==> config.mk <==
export PLATFORM = sky130hd
export DESIGN_NAME = calendar_date_counter
export DESIGN_NICKNAME = d
export VERILOG_FILES = /design/src/rtl/calendar_pkg.sv /design/src/rtl/days_in_month.sv /design/src/rtl/calendar_date_counter.sv
export SDC_FILE = /design/constraint.sdc
export NUM_CORES = 1
export LEC_CHECK = 0
export ABC_AREA = 1
export CAP_MARGIN = 15
export CORE_ASPECT_RATIO = 1.25
export CORE_MARGIN = 2
export CORE_UTILIZATION = 58
export DETAILED_ROUTE_END_ITERATION = 10
export PLACE_DENSITY = 0.82
export SYNTH_ARGS = -nofsm -noshare
export SYNTH_HDL_FRONTEND = slang
export SYNTH_HIERARCHICAL = 1
export SYNTH_SLANG_ARGS = --single-unit
==> constraint.sdc <==
create_clock -name clk -period 5.55 [get_ports clk]
set_input_delay 1.11 -clock clk [delete_from_list [all_inputs] [get_ports clk]]
set_output_delay 1.11 -clock clk [all_outputs]
set_load 0.02 [all_outputs]
==> src/rtl/calendar_pkg.sv <==
// rtl/calendar_pkg.sv - field layout, month/DIM constants, reset date and leap helper for the calendar date counter
package calendar_pkg;

    localparam int YEAR_W  = 14;
    localparam int MONTH_W = 4;
    localparam int DAY_W   = 5;
    localparam int DATE_W  = YEAR_W + MONTH_W + DAY_W;

    localparam int DAY_LSB   = 0;
    localparam int MONTH_LSB = DAY_LSB + DAY_W;
    localparam int YEAR_LSB  = MONTH_LSB + MONTH_W;

    localparam logic [MONTH_W-1:0] JAN = 4'd1;
    localparam logic [MONTH_W-1:0] FEB = 4'd2;
    localparam logic [MONTH_W-1:0] MAR = 4'd3;
    localparam logic [MONTH_W-1:0] APR = 4'd4;
    localparam logic [MONTH_W-1:0] MAY = 4'd5;
    localparam logic [MONTH_W-1:0] JUN = 4'd6;
    localparam logic [MONTH_W-1:0] JUL = 4'd7;
    localparam logic [MONTH_W-1:0] AUG = 4'd8;
    localparam logic [MONTH_W-1:0] SEP = 4'd9;
    localparam logic [MONTH_W-1:0] OCT = 4'd10;
    localparam logic [MONTH_W-1:0] NOV = 4'd11;
    localparam logic [MONTH_W-1:0] DEC = 4'd12;

    localparam logic [DAY_W-1:0] DIM_LONG  = 5'd31;
    localparam logic [DAY_W-1:0] DIM_SHORT = 5'd30;
    localparam logic [DAY_W-1:0] DIM_LEAP  = 5'd29;
    localparam logic [DAY_W-1:0] DIM_FEB   = 5'd28;

    localparam int DEF_RST_YEAR  = 2000;
    localparam int DEF_RST_MONTH = 1;
    localparam int DEF_RST_DAY   = 1;
    localparam int DEF_YEAR_MAX  = 9999;

    // Gregorian rule: every 4th year, except centuries not divisible by 400
    function automatic logic is_leap(input logic [YEAR_W-1:0] year);
        return ((year % 14'd4) == 14'd0 && (year % 14'd100) != 14'd0) ||
               ((year % 14'd400) == 14'd0);
    endfunction

endpackage

==> src/rtl/days_in_month.sv <==
// rtl/days_in_month.sv - combinational month length lookup including February leap handling
module days_in_month
    import calendar_pkg::*;
(
    input  logic [MONTH_W-1:0] month,
    input  logic [YEAR_W-1:0]  year,
    output logic [DAY_W-1:0]   dim
);

    // Out-of-range months fall to 31; callers check the month range themselves
    always_comb begin
        dim = DIM_LONG;
        case (month)
            FEB:                     dim = is_leap(year) ? DIM_LEAP : DIM_FEB;
            APR, JUN, SEP, NOV:      dim = DIM_SHORT;
            JAN, MAR, MAY, JUL, AUG,
            OCT, DEC:                dim = DIM_LONG;
            default:                 dim = DIM_LONG;
        endcase
    end

endmodule

==> src/rtl/calendar_date_counter.sv <==
// rtl/calendar_date_counter.sv - registered calendar date counter with load validation; CAL_DECREMENT_EN adds day_tick_dn
module calendar_date_counter
    import calendar_pkg::*;
#(
    parameter int YEAR_MAX  = DEF_YEAR_MAX,
    parameter int RST_YEAR  = DEF_RST_YEAR,
    parameter int RST_MONTH = DEF_RST_MONTH,
    parameter int RST_DAY   = DEF_RST_DAY
) (
    input  logic              clk,
    input  logic              rst,
    input  logic              day_tick,
`ifdef CAL_DECREMENT_EN
    input  logic              day_tick_dn,
`endif
    input  logic              load,
    input  logic [DATE_W-1:0] load_date,
    output logic [DATE_W-1:0] date,
    output logic              month_end,
    output logic              year_end,
    output logic              wrap,
    output logic              load_err
);

    localparam logic [YEAR_W-1:0]  YEAR_MAX_V = YEAR_W'(YEAR_MAX);
    localparam logic [YEAR_W-1:0]  YEAR_ONE   = 14'd1;
    localparam logic [DAY_W-1:0]   DAY_ONE    = 5'd1;
    localparam logic [YEAR_W-1:0]  RST_Y      = YEAR_W'(RST_YEAR);
    localparam logic [MONTH_W-1:0] RST_M      = MONTH_W'(RST_MONTH);
    localparam logic [DAY_W-1:0]   RST_D      = DAY_W'(RST_DAY);

    logic [YEAR_W-1:0]  year_q, year_d;
    logic [MONTH_W-1:0] month_q, month_d;
    logic [DAY_W-1:0]   day_q, day_d;
    logic               month_end_q, month_end_d;
    logic               year_end_q, year_end_d;
    logic               wrap_q, wrap_d;
    logic               load_err_q, load_err_d;

    logic [YEAR_W-1:0]  ld_year;
    logic [MONTH_W-1:0] ld_month;
    logic [DAY_W-1:0]   ld_day;
    logic [DAY_W-1:0]   dim_cur;
    logic [DAY_W-1:0]   dim_ld;
    logic               ld_valid;
    logic               fwd;

    assign ld_year  = load_date[YEAR_LSB  +: YEAR_W];
    assign ld_month = load_date[MONTH_LSB +: MONTH_W];
    assign ld_day   = load_date[DAY_LSB   +: DAY_W];

    days_in_month u_dim_cur (
        .month (month_q),
        .year  (year_q),
        .dim   (dim_cur)
    );

    days_in_month u_dim_ld (
        .month (ld_month),
        .year  (ld_year),
        .dim   (dim_ld)
    );

    assign ld_valid = (ld_year  >= YEAR_ONE) && (ld_year  <= YEAR_MAX_V) &&
                      (ld_month >= JAN)      && (ld_month <= DEC)        &&
                      (ld_day   >= DAY_ONE)  && (ld_day   <= dim_ld);

`ifdef CAL_DECREMENT_EN
    logic               bwd;
    logic [MONTH_W-1:0] prev_month;
    logic [YEAR_W-1:0]  prev_year;
    logic [DAY_W-1:0]   dim_prev;

    // Opposing ticks in the same cycle cancel out
    assign fwd        = day_tick & ~day_tick_dn;
    assign bwd        = day_tick_dn & ~day_tick;
    assign prev_month = (month_q == JAN) ? DEC : month_q - 4'd1;
    assign prev_year  = (month_q != JAN)   ? year_q     :
                        (year_q <= YEAR_ONE) ? YEAR_MAX_V : year_q - 14'd1;

    days_in_month u_dim_prev (
        .month (prev_month),
        .year  (prev_year),
        .dim   (dim_prev)
    );
`else
    assign fwd = day_tick;
`endif

    // Next-state: load wins over ticks; pulse flags default low every cycle
    always_comb begin
        year_d      = year_q;
        month_d     = month_q;
        day_d       = day_q;
        month_end_d = 1'b0;
        year_end_d  = 1'b0;
        wrap_d      = 1'b0;
        load_err_d  = 1'b0;
        if (load) begin
            if (ld_valid) begin
                year_d  = ld_year;
                month_d = ld_month;
                day_d   = ld_day;
            end else begin
                load_err_d = 1'b1;
            end
        end else if (fwd) begin
            if (day_q < dim_cur) begin
                day_d = day_q + 5'd1;
            end else begin
                day_d       = DAY_ONE;
                month_end_d = 1'b1;
                if (month_q < DEC) begin
                    month_d = month_q + 4'd1;
                end else begin
                    month_d    = JAN;
                    year_end_d = 1'b1;
                    if (year_q >= YEAR_MAX_V) begin
                        year_d = YEAR_ONE;
                        wrap_d = 1'b1;
                    end else begin
                        year_d = year_q + 14'd1;
                    end
                end
            end
        end
`ifdef CAL_DECREMENT_EN
        else if (bwd) begin
            if (day_q > DAY_ONE) begin
                day_d = day_q - 5'd1;
            end else begin
                day_d       = dim_prev;
                month_d     = prev_month;
                year_d      = prev_year;
                month_end_d = 1'b1;
                if (month_q == JAN) begin
                    year_end_d = 1'b1;
                    wrap_d     = (year_q <= YEAR_ONE);
                end
            end
        end
`endif
    end

    // State and pulse registers with asynchronous reset to the configured date
    always_ff @(posedge clk or posedge rst) begin
        if (rst) begin
            year_q      <= RST_Y;
            month_q     <= RST_M;
            day_q       <= RST_D;
            month_end_q <= 1'b0;
            year_end_q  <= 1'b0;
            wrap_q      <= 1'b0;
            load_err_q  <= 1'b0;
        end else begin
            year_q      <= year_d;
            month_q     <= month_d;
            day_q       <= day_d;
            month_end_q <= month_end_d;
            year_end_q  <= year_end_d;
            wrap_q      <= wrap_d;
            load_err_q  <= load_err_d;
        end
    end

    assign date      = {year_q, month_q, day_q};
    assign month_end = month_end_q;
    assign year_end  = year_end_q;
    assign wrap      = wrap_q;
    assign load_err  = load_err_q;

endmodule

==> metrics.txt, run 1 <==
# TYPE chip_impl_metric gauge
chip_impl_info{name="outcome",value="complete, but fails checks"} 1
chip_impl_info{name="violations_in_the_final_reports",value="setup timing"} 1
chip_impl_info{name="cts_tree",value="built"} 1
chip_impl_metric{name="htree_levels",unit=""} 1
chip_impl_metric{name="die_footprint",unit="mm2"} 0.00867
chip_impl_info{name="crit_path_end_kind",value="flip-flop"} 1
chip_impl_metric{name="netlist-cell-type-count",unit=""} 40
chip_impl_metric{name="finalClockSkew",unit="ns"} 0.0151
chip_impl_info{name="worst_hold_path_type",value="reg -> reg"} 1
chip_impl_metric{name="track_usage",unit=""} 0.285
chip_impl_metric{name="finalHoldViolCount",unit=""} 0
chip_impl_metric{name="final.setup.worst_slack",unit="ns"} -0.240
chip_impl_metric{name="fmax",unit="GHz"} 0.173
chip_impl_metric{name="detail-route-antenna-nets",unit=""} 0
chip_impl_metric{name="finalMaxSlewViolations",unit=""} 0
chip_impl_metric{name="top_level_ports",unit=""} 54
chip_impl_info{name="rsz0062_at_grt",value="yes"} 1
chip_impl_metric{name="dp.final_hpwl",unit="mm"} 9.44
chip_impl_metric{name="firstDrtPassIters",unit=""} 5
chip_impl_metric{name="tritoncts_buffer_count",unit=""} 3
chip_impl_info{name="critPathMostFrequentCell",value="nand2_4"} 1
chip_impl_metric{name="syn_to_final_growth",unit="%"} 35.9
chip_impl_metric{name="syn_area",unit="mm2"} 0.00460
chip_impl_metric{name="insertion_delay",unit="ns"} 0.29
chip_impl_metric{name="yosys_register_bits",unit=""} 27
chip_impl_metric{name="gp_weighted_congestion",unit=""} 0.867
chip_impl_metric{name="finalSetupViolations",unit=""} 23
chip_impl_metric{name="drive_gt1_frac",unit=""} 0.276
chip_impl_metric{name="detail_route.vias_per_cell",unit=""} 5.75
chip_impl_metric{name="grt_antenna_before_repair",unit=""} 0
chip_impl_metric{name="max-clock-path-buffers",unit=""} 2
chip_impl_metric{name="setup_total_negative_slack",unit="ns"} -3.90
chip_impl_metric{name="period_needed",unit="ns"} 5.79
chip_impl_metric{name="synth_cells",unit=""} 807
chip_impl_metric{name="ys_seq_area_frac",unit=""} 0.149
chip_impl_metric{name="hold-path-cell-count",unit=""} 2
chip_impl_metric{name="antenna_cells_inserted",unit=""} 0
chip_impl_metric{name="globalRoute.totalOverflow",unit=""} 0
chip_impl_metric{name="grt_pass1_vias",unit=""} 5077
chip_impl_metric{name="final_cell_count_no_fill",unit=""} 1002
chip_impl_metric{name="slew_headroom",unit=""} 0.421
chip_impl_metric{name="timing.critical_path.required",unit="ns"} 5.78
chip_impl_metric{name="die_w",unit="um"} 83.7
chip_impl_metric{name="detailroute.via_count",unit=""} 5765
chip_impl_metric{name="synth-edff-count",unit=""} 0
chip_impl_metric{name="postPlaceCellArea",unit="mm2"} 0.00540
chip_impl_metric{name="utilization",unit=""} 0.808
chip_impl_metric{name="ctsHoldBuffers",unit=""} 0
chip_impl_metric{name="placed_cells_incl_taps",unit=""} 975
chip_impl_metric{name="detail_route.drc_violations",unit=""} 0
chip_impl_metric{name="ff2ff_setup_slack",unit="ns"} 0.28
chip_impl_info{name="regToRegEndpoint",value="year_q[10]"} 1
chip_impl_metric{name="placeableCoreArea",unit="mm2"} 0.00775
chip_impl_metric{name="finalWirelength",unit="mm"} 14.9
chip_impl_metric{name="dieHeight",unit="um"} 104
chip_impl_metric{name="grt_start_max_net_pins",unit=""} 28
chip_impl_info{name="worstReg2RegStart",value="year_q[10]"} 1
chip_impl_metric{name="effective_utilization_at_floorplan",unit=""} 0.594
chip_impl_metric{name="post_synthesis_area_per_instance",unit="um2"} 5.71
chip_impl_metric{name="critical_path.max_fanout",unit=""} 9
chip_impl_metric{name="async_reset_ff_frac",unit=""} 1.00
chip_impl_info{name="worst_setup_path_start_kind",value="primary input"} 1
chip_impl_metric{name="critical_path.n_buffers_inverters",unit=""} 7
chip_impl_info{name="clock_tree.root_cell",value="clkbuf_8"} 1
chip_impl_metric{name="wl_per_cell",unit="um"} 14.9
chip_impl_metric{name="grt_pass1_wl",unit="mm"} 21.7
chip_impl_info{name="synth-main-ff-cell",value="dfrtp_1"} 1
chip_impl_metric{name="buffer_ports.inserted",unit=""} 53
chip_impl_metric{name="clock_sink_count",unit=""} 27
chip_impl_metric{name="clk_transition_reported_paths",unit="ns"} 0.11
chip_impl_info{name="setup.worst_path.class",value="in -> reg"} 1
chip_impl_info{name="crit_path_top_delay_cell",value="o21ai_4"} 1
chip_impl_metric{name="worst_ep_arrival_time",unit="ns"} 6.02
chip_impl_metric{name="floorplan.rows",unit=""} 36
chip_impl_metric{name="finalInstanceArea",unit="mm2"} 0.00626
chip_impl_metric{name="cap_viol_max_count",unit=""} 0
chip_impl_metric{name="yosys_warnings",unit=""} 6
chip_impl_info{name="timing.hold.worst_endpoint",value="month_q[0]"} 1
chip_impl_metric{name="dr.first_iter.drc_count",unit=""} 420
chip_impl_info{name="critPathTopFamily",value="simple AND/OR/NAND/NOR gates"} 1
chip_impl_metric{name="final_net_count",unit=""} 947
chip_impl_info{name="hold_start",value="month_q[0]"} 1
chip_impl_metric{name="critical_path.max_stage_delay",unit="ns"} 0.24
chip_impl_metric{name="r2r.worst_path.cells",unit=""} 50
chip_impl_metric{name="fillCellCount",unit=""} 542
chip_impl_metric{name="period_share",unit=""} 1.04
chip_impl_metric{name="worst-slew-pin-transition",unit="ns"} 0.867
[metal layers]
| layer | up-vias | GRT usage | routed length [um] |
|---|---|---|---|
| met5 | - | 0 | 0 |
| met4 | 0 | 0.0853 | 583 |
| met3 | 65 | 0.0183 | 655 |
| met2 | 219 | 0.549 | 8050 |
| met1 | 2683 | 0.333 | 5650 |
| li1 | 2798 | - | - |
[cells in the mapped netlist, types with 3 or more instances]
cell type | count | area share
o211ai_1 | 3 | 0.0049
a21oi_1 | 10 | 0.011
o21ai_0 | 36 | 0.039
o22ai_1 | 3 | 0.0041
nor2_4 | 5 | 0.012
o21ai_1 | 11 | 0.012
nand3_4 | 3 | 0.011
nor2_2 | 8 | 0.011
ha_1 | 12 | 0.033
inv_2 | 15 | 0.012
buf_4 | 7 | 0.011
nand4_2 | 6 | 0.016
xnor2_1 | 5 | 0.0095
inv_1 | 96 | 0.078
dfrtp_1 | 19 | 0.10
nand3_1 | 96 | 0.10
dfstp_2 | 8 | 0.046
o21ai_2 | 3 | 0.0057
nand4_1 | 23 | 0.031
nand2_2 | 48 | 0.065
xor2_1 | 8 | 0.015
nor2_1 | 67 | 0.055
nand2_4 | 12 | 0.029
buf_2 | 4 | 0.0043
nand2_1 | 270 | 0.22
nand3_2 | 8 | 0.017
[worst min-delay path: stages, from the launching register on]
cell and delay (ns):
dfstp_2 0.42, nand3_1 0.09, nand2_1 0.05
[cells in the final DEF, fill, tap and decap left out, drive strengths merged, types with 3 or more instances in the layout]
cell / instances
xnor2: 5
conb: 6
xor2: 8
nand4: 29
nand3: 107
ha: 12
o21ai: 50
nor2: 80
a21oi: 10
o22ai: 3
clkdlybuf4s50: 47
buf: 57
inv: 112
o211ai: 3
clkbuf: 4
nand2: 331
dfrtp: 19
dfstp: 8
[how the worst max path moves through the flow]
| stage | startpoint | endpoint | cells past startpoint |
|---|---|---|---|
| 6_report | load_date[22] | year_q[10] | 52 |
| 5_1_grt | load_date[18] | year_q[10] | 53 |
| 4_1_cts | load_date[18] | year_q[1] | 53 |
| 3_5_place_dp | load_date[21] | year_q[1] | 51 |
| 3_3_place_gp | load_date[19] | year_q[10] | 51 |
| 2_1_floorplan | load_date[19] | year_q[12] | 48 |
[stage by stage]
stage	hold slack (ns)	setup WS [ns]
final	0.545	-0.240
after global routing	0.572	-0.565
after CTS	0.544	0.00183
after detailed placement	0.524	-0.636
after global placement	0.523	-0.403
after floorplan	0.542	0.327
[cells by family after synthesis]
| group | Yosys count | share of synthesized area |
|---|---|---|
| other cells | 2 | 0.00163 |
| buf+inv | 126 | 0.113 |
| fa+ha+maj | 12 | 0.0326 |
| xor+xnor | 13 | 0.0247 |
| simple gates | 553 | 0.583 |
| flops | 27 | 0.149 |
| compound gates | 74 | 0.0962 |
[state kept, by name, indices dropped and copies added (netlist names)]
signal	cells
month_q	4
wrap	1
month_end	1
load_err	1
year_end	1
day_q	5
year_q	14
[final cells by class]
| cell class | instances | area, um2 | area share |
|---|---|---|---|
| Multi-Input combinational cell | 659 | 3920 | 0.627 |
| Timing Repair Buffer | 106 | 1050 | 0.168 |
| Sequential cell | 27 | 689 | 0.110 |
| Inverter | 111 | 427 | 0.0682 |
| Tap cell | 95 | 119 | 0.0190 |
| Clock buffer | 3 | 41.3 | 0.00660 |
| Clock inverter | 1 | 8.76 | 0.00140 |
[repair_timing]
action,CTS,global route
gates resized for setup,65,103
pin swaps,35,52
gates cloned,2,0
setup endpoints to repair,23,27
setup buffers,7,13
hold endpoints to repair,0,0
Power of run 1 is not shown: default switching activity piles up to over one toggle a cycle in this logic, so the estimate is an artifact.
==> run 2: changes to the inputs <==
--- a/config.mk
+++ b/config.mk
@@ -9,9 +9,9 @@
 export CAP_MARGIN = 15
 export CORE_ASPECT_RATIO = 1.25
 export CORE_MARGIN = 2
-export CORE_UTILIZATION = 58
+export CORE_UTILIZATION = 59
 export DETAILED_ROUTE_END_ITERATION = 10
-export PLACE_DENSITY = 0.82
+export PLACE_DENSITY = 0.84
 export SYNTH_ARGS = -nofsm -noshare
 export SYNTH_HDL_FRONTEND = slang
 export SYNTH_HIERARCHICAL = 1
==> constraint.sdc (replaced) <==
create_clock -name clk -period 7.24 [get_ports clk]
set_input_delay 1.448 -clock clk [delete_from_list [all_inputs] [get_ports clk]]
set_output_delay 1.448 -clock clk [all_outputs]
set_load 0.02 [all_outputs]
==> run 2 against run 1 <==
Effect of this change:
- the run now ends clean
- cell count is 5.3% lower
- sequential share of layout area is 2.1 points higher
- cell area is 16% lower
- non-clock buffer count is 52 lower
- global-route usage is 2.0 points lower
- die area is 1.6% lower
- first-iteration DRC count is 49% lower
- utilization is 13 points lower
- worst setup slack better by 0.84 ns
- critical path depth is 3 lower
- register-to-register slack better by 1.5 ns
- count of clock-buffer cells in the layout stayed put
==> metrics.txt, run 2 (synthesis results as in run 1) <==
# TYPE chip_impl_metric gauge
chip_impl_metric{name="fmax",unit="GHz"} 0.151
chip_impl_metric{name="detail_route.drc_violations",unit=""} 0
chip_impl_metric{name="detail-route-antenna-nets",unit=""} 0
chip_impl_metric{name="placeableCoreArea",unit="mm2"} 0.00770
chip_impl_info{name="mostFrequentLayoutCells",value="270 x nand2_1, 96 x inv_1, 96 x nand3_1, 66 x nor2_1, 51 x clkdlybuf4s50_1"} 1
chip_impl_metric{name="ctsHoldBuffers",unit=""} 0
chip_impl_metric{name="wl_per_cell",unit="um"} 12.0
chip_impl_metric{name="dp.final_hpwl",unit="mm"} 9.16
chip_impl_metric{name="syn_to_final_growth",unit="%"} 13.7
chip_impl_metric{name="utilization",unit=""} 0.680
chip_impl_info{name="crit_path_top_delay_cell",value="clkdlybuf4s50_1"} 1
chip_impl_metric{name="critical_path.max_fanout",unit=""} 14
chip_impl_metric{name="timing.critical_path.required",unit="ns"} 7.41
chip_impl_metric{name="top_level_ports",unit=""} 54
chip_impl_info{name="crit_path_end_kind",value="flip-flop"} 1
chip_impl_info{name="layout_commonest_cell",value="nand2_1"} 1
chip_impl_metric{name="slew_headroom",unit=""} 0.326
chip_impl_metric{name="htree_levels",unit=""} 1
chip_impl_metric{name="final_cell_count_no_fill",unit=""} 949
chip_impl_metric{name="worst-slew-pin-transition",unit="ns"} 1.01
chip_impl_metric{name="worst_ep_arrival_time",unit="ns"} 6.81
chip_impl_metric{name="finalSetupViolations",unit=""} 0
chip_impl_metric{name="gp_weighted_congestion",unit=""} 0.928
chip_impl_info{name="rsz0062_at_grt",value="no"} 1
chip_impl_metric{name="track_usage",unit=""} 0.266
chip_impl_metric{name="firstDrtPassIters",unit=""} 7
chip_impl_metric{name="period_needed",unit="ns"} 6.64
chip_impl_metric{name="finalClockSkew",unit="ns"} 0.00575
chip_impl_info{name="register_with_the_most_flip_flops",value="year_q"} 1
chip_impl_metric{name="number_of_flip_flops_under_the_largest_register_name",unit=""} 14
chip_impl_info{name="largest_registers",value="year_q: 14 flops, day_q: 5 flops, month_q: 4 flops"} 1
chip_impl_metric{name="setup_total_negative_slack",unit="ns"} 0
chip_impl_metric{name="grt_antenna_before_repair",unit=""} 0
chip_impl_metric{name="detail_route.vias_per_cell",unit=""} 5.45
chip_impl_metric{name="effective_utilization_at_floorplan",unit=""} 0.598
chip_impl_metric{name="tritoncts_buffer_count",unit=""} 3
chip_impl_metric{name="placed_cells_incl_taps",unit=""} 945
chip_impl_info{name="outcome",value="finished clean"} 1
chip_impl_info{name="worst_setup_path_start_kind",value="primary input"} 1
chip_impl_metric{name="finalWirelength",unit="mm"} 11.4
chip_impl_metric{name="detailroute.via_count",unit=""} 5171
chip_impl_metric{name="buffer_ports.inserted",unit=""} 53
chip_impl_metric{name="grt_pass1_wl",unit="mm"} 19.8
chip_impl_metric{name="grt_start_max_net_pins",unit=""} 28
chip_impl_metric{name="critical_path.max_stage_delay",unit="ns"} 0.64
chip_impl_metric{name="finalMaxSlewViolations",unit=""} 0
chip_impl_info{name="clock_tree.root_cell",value="clkbuf_8"} 1
chip_impl_metric{name="drive_gt1_frac",unit=""} 0.149
chip_impl_info{name="critPathMostFrequentCell",value="nand2_1"} 1
chip_impl_metric{name="die_w",unit="um"} 83.0
chip_impl_metric{name="die_footprint",unit="mm2"} 0.00853
chip_impl_metric{name="clk_transition_reported_paths",unit="ns"} 0.10
chip_impl_metric{name="floorplan.rows",unit=""} 36
chip_impl_metric{name="antenna_cells_inserted",unit=""} 0
chip_impl_metric{name="globalRoute.totalOverflow",unit=""} 0
chip_impl_metric{name="post_cts.resized_instances",unit=""} 0
chip_impl_metric{name="grt_pass1_vias",unit=""} 4788
chip_impl_metric{name="clock_sink_count",unit=""} 27
chip_impl_info{name="setup.worst_path.class",value="in -> reg"} 1
chip_impl_metric{name="insertion_delay",unit="ns"} 0.28
chip_impl_metric{name="max-clock-path-buffers",unit=""} 2
chip_impl_metric{name="period_share",unit=""} 0.917
chip_impl_info{name="cts_tree",value="built"} 1
chip_impl_metric{name="final_net_count",unit=""} 894
chip_impl_metric{name="finalHoldViolCount",unit=""} 0
chip_impl_metric{name="dieHeight",unit="um"} 103
chip_impl_metric{name="cap_viol_max_count",unit=""} 0
chip_impl_metric{name="dr.first_iter.drc_count",unit=""} 213
chip_impl_info{name="worst_hold_path_type",value="reg -> reg"} 1
chip_impl_metric{name="cts_setup_buffers",unit=""} 0
[run 2: cell count changes in the layout (fill, tap and decap cells not counted), moves of 5 or more]
cell	delta
nand2_4	-22
buf_6	-7
inv_1	+8
nand2_1	+31
nand3_4	-7
nand3_1	+17
o21ai_1	-6
o21ai_0	+7
buf_4	-41
nand2_8	-6
nor2_4	-6
nand3_2	-10
buf_12	-5
[run 2: final timing paths]
path	start	to	slack [ns]	cells past startpoint
setup / recovery	load_date[19]	year_q[2]	0.60	49
hold / removal	month_q[0]	month_q[0]	0.54	2
setup reg to reg	year_q[9]	year_q[2]	1.75	45
hold reg to reg	month_q[0]	month_q[0]	0.54	2
max in group asynchronous	rst	year_q[0]	4.93	2
min in group asynchronous	rst	year_end	1.70	2
[run 2: final cells by class]
type	count	area, um2
clock buffers	3	41.3
clock inverters	1	7.51
fillers	718	2470
inverters	111	417
multi-input cells	658	3420
flip-flops and latches	27	686
well taps	95	119
repair buffers	54	543
[run 2: worst max-delay path: cells and delay by family]
family                     cells  cell delay [ns]
buffers and inverters          5             0.93
AOI/OAI and AO/OA              1             0.18
and+or+nand+nor               42             4.08
adders and majority gates      1             0.13
[run 2: routing by layer]
metal / wire, um / up-vias / global-route usage
li1: - / 2671 / -
met5: 0 / - / 0
met3: 403 / 21 / 0.0152
met4: 214 / 0 / 0.0769
met1: 4840 / 2354 / 0.314
met2: 5920 / 125 / 0.520
[run 2: metrics by stage]
stage / hold WS, ns / cell area [um2] / setup WS, ns
floorplan: 0.542 / 4620 / 1.68
global placement: 0.529 / 5170 / 0.598
detailed placement: 0.528 / 5170 / 0.379
CTS: 0.545 / 5220 / 0.660
global route: 0.562 / 5230 / 0.0163
finish: 0.544 / 5230 / 0.604
Power of run 2 is left out for the same reason.
==> run 3: changes to the inputs <==
--- a/config.mk
+++ b/config.mk
@@ -9,9 +9,9 @@
 export CAP_MARGIN = 15
 export CORE_ASPECT_RATIO = 1.25
 export CORE_MARGIN = 2
-export CORE_UTILIZATION = 59
+export CORE_UTILIZATION = 53
 export DETAILED_ROUTE_END_ITERATION = 10
-export PLACE_DENSITY = 0.84
+export PLACE_DENSITY = 0.79
 export SYNTH_ARGS = -nofsm -noshare
 export SYNTH_HDL_FRONTEND = slang
 export SYNTH_HIERARCHICAL = 1
==> constraint.sdc (replaced) <==
create_clock -name clk -period 5.9 [get_ports clk]
set_input_delay 1.18 -clock clk [delete_from_list [all_inputs] [get_ports clk]]
set_output_delay 1.18 -clock clk [all_outputs]
set_load 0.02 [all_outputs]
==> run 3 against run 2 <==
Effect of this change:
- register-to-register slack worse by 1.2 ns
- critical path type unchanged
- sequential cell count stayed put
- cell area is 15% higher
==> metrics.txt, run 3 (synthesis results as in run 1) <==
# TYPE chip_impl_metric gauge
chip_impl_metric{name="fillCellCount",unit=""} 724
chip_impl_metric{name="critical_path.max_stage_delay",unit="ns"} 0.27
chip_impl_metric{name="grt_pass1_vias",unit=""} 5058
chip_impl_info{name="crit_path_end_kind",value="flip-flop"} 1
chip_impl_metric{name="finalClockSkew",unit="ns"} 0.0144
chip_impl_metric{name="finalWirelength",unit="mm"} 13.5
chip_impl_metric{name="worst-slew-pin-transition",unit="ns"} 0.804
chip_impl_metric{name="cap_viol_max_count",unit=""} 0
chip_impl_metric{name="grt_pass1_wl",unit="mm"} 21.1
chip_impl_info{name="mostFrequentLayoutCells",value="251 x nand2_1, 93 x inv_1, 83 x nand3_1, 63 x nor2_1, 47 x clkdlybuf4s50_1"} 1
chip_impl_metric{name="final_cell_count_no_fill",unit=""} 1000
chip_impl_info{name="worst_setup_path_start_kind",value="primary input"} 1
chip_impl_metric{name="period_needed",unit="ns"} 5.66
chip_impl_metric{name="gp_weighted_congestion",unit=""} 0.840
chip_impl_metric{name="die_w",unit="um"} 87.4
chip_impl_metric{name="detail_route.vias_per_cell",unit=""} 5.56
chip_impl_metric{name="syn_to_final_growth",unit="%"} 30.5
chip_impl_metric{name="detail_route.drc_violations",unit=""} 0
chip_impl_metric{name="dp_slack",unit="ns"} -0.394
chip_impl_metric{name="detail-route-antenna-nets",unit=""} 0
chip_impl_metric{name="final_net_count",unit=""} 940
chip_impl_metric{name="top_level_ports",unit=""} 54
chip_impl_metric{name="insertion_delay",unit="ns"} 0.29
chip_impl_metric{name="clock_sink_count",unit=""} 27
chip_impl_metric{name="dr.first_iter.drc_count",unit=""} 416
chip_impl_info{name="worstReg2RegStart",value="year_q[12]"} 1
chip_impl_info{name="worst_hold_path_type",value="reg -> reg"} 1
chip_impl_info{name="regToRegEndpoint",value="year_q[8]"} 1
chip_impl_metric{name="drive_gt1_frac",unit=""} 0.249
chip_impl_metric{name="hold-path-cell-count",unit=""} 2
chip_impl_info{name="setup.worst_path.class",value="in -> reg"} 1
chip_impl_metric{name="final.setup.worst_slack",unit="ns"} 0.244
chip_impl_metric{name="grt_start_max_net_pins",unit=""} 28
chip_impl_info{name="hold_start",value="year_q[6]"} 1
chip_impl_metric{name="utilization",unit=""} 0.702
chip_impl_info{name="clock_tree.root_cell",value="clkbuf_8"} 1
chip_impl_metric{name="timing.critical_path.required",unit="ns"} 6.13
chip_impl_metric{name="tritoncts_buffer_count",unit=""} 3
chip_impl_metric{name="grt_antenna_before_repair",unit=""} 0
chip_impl_metric{name="dp.final_hpwl",unit="mm"} 9.70
chip_impl_metric{name="placeableCoreArea",unit="mm2"} 0.00856
chip_impl_metric{name="fmax",unit="GHz"} 0.177
chip_impl_metric{name="track_usage",unit=""} 0.263
chip_impl_metric{name="ctsHoldBuffers",unit=""} 0
chip_impl_metric{name="die_footprint",unit="mm2"} 0.00945
chip_impl_info{name="crit_path_top_delay_cell",value="nor2_1"} 1
chip_impl_metric{name="slew_headroom",unit=""} 0.463
chip_impl_metric{name="globalRoute.totalOverflow",unit=""} 0
chip_impl_info{name="largest_registers",value="year_q: 14 flops, day_q: 5 flops, month_q: 4 flops"} 1
chip_impl_metric{name="number_of_flip_flops_under_the_largest_register_name",unit=""} 14
chip_impl_metric{name="critical_path.max_fanout",unit=""} 8
chip_impl_metric{name="firstDrtPassIters",unit=""} 5
chip_impl_info{name="cts_tree",value="built"} 1
chip_impl_info{name="register_with_the_most_flip_flops",value="year_q"} 1
chip_impl_metric{name="max-clock-path-buffers",unit=""} 2
chip_impl_metric{name="worst_ep_arrival_time",unit="ns"} 5.89
chip_impl_metric{name="floorplan.rows",unit=""} 38
chip_impl_metric{name="htree_levels",unit=""} 1
chip_impl_metric{name="placed_cells_incl_taps",unit=""} 978
chip_impl_metric{name="ff2ff_setup_slack",unit="ns"} 0.58
chip_impl_metric{name="finalHoldViolCount",unit=""} 0
chip_impl_metric{name="dieHeight",unit="um"} 108
chip_impl_metric{name="setup_total_negative_slack",unit="ns"} 0
chip_impl_metric{name="clk_transition_reported_paths",unit="ns"} 0.11
chip_impl_metric{name="wl_per_cell",unit="um"} 13.5
chip_impl_metric{name="period_share",unit=""} 0.959
chip_impl_metric{name="detailroute.via_count",unit=""} 5563
chip_impl_info{name="timing.hold.worst_endpoint",value="year_q[6]"} 1
chip_impl_metric{name="antenna_cells_inserted",unit=""} 0
chip_impl_metric{name="r2r.worst_path.cells",unit=""} 43
chip_impl_metric{name="multi_input_area",unit="mm2"} 0.00380
chip_impl_metric{name="finalMaxSlewViolations",unit=""} 0
chip_impl_info{name="critPathMostFrequentCell",value="nand2_1"} 1
chip_impl_metric{name="effective_utilization_at_floorplan",unit=""} 0.538
chip_impl_metric{name="buffer_ports.inserted",unit=""} 53
chip_impl_info{name="layout_commonest_cell",value="nand2_1"} 1
chip_impl_info{name="outcome",value="finished clean"} 1
chip_impl_metric{name="area.sequential",unit="um2"} 689
chip_impl_metric{name="finalSetupViolations",unit=""} 0
[run 3: stage by stage]
step                      hold WS [ns]  area (um2)
after global routing             0.581        6010
after floorplan                  0.542        4620
final                            0.557        6010
after CTS                        0.549        5550
after global placement           0.524        5390
after detailed placement         0.536        5390
[run 3: cell type report]
| cell class | instances | share of cell area |
|---|---|---|
| clock buffers | 3 | 0.00687 |
| clock inverters | 1 | 0.00146 |
| inverters | 111 | 0.0710 |
| multi-input cells | 658 | 0.632 |
| flip-flops and latches | 27 | 0.115 |
| well taps | 100 | 0.0208 |
| repair buffers | 100 | 0.153 |
[run 3: timing repair]
item | 4_1_cts | 5_1_grt
endpoints found under the setup margin | 21 | 24
resized for setup | 23 | 103
buffers inserted | 2 | 14
pin swaps | 6 | 48
cloned | 1 | 0
[run 3: worst max path at each step]
stage,startpoint,to,cells after the start,slack (ns)
after detailed placement,load_date[19],year_q[10],49,-0.39
after floorplan,load_date[19],year_q[12],48,0.61
after global placement,load_date[19],year_q[10],47,-0.11
final,load_date[21],year_q[8],50,0.24
after CTS,load_date[18],year_q[3],52,0.007
after global routing,load_date[22],year_q[12],50,-0.11
[run 3: layer usage]
layer / part of all wire / GRT usage / vias to the layer above / wire [um]
met5: 0 / 0 / - / 0
li1: - / - / 2776 / -
met2: 0.54 / 0.504 / 157 / 7370
met1: 0.40 / 0.307 / 2606 / 5390
met3: 0.039 / 0.0153 / 24 / 526
met4: 0.018 / 0.0780 / 0 / 239
[run 3: critical path, delay by kind of cell]
kind / cells / cell delay (ns)
AOI/OAI and AO/OA: 2 / 0.38
adders and majority gates: 1 / 0.15
buffers and inverters: 9 / 0.85
and+or+nand+nor: 38 / 3.30
Power of run 3 is left out for the same reason.
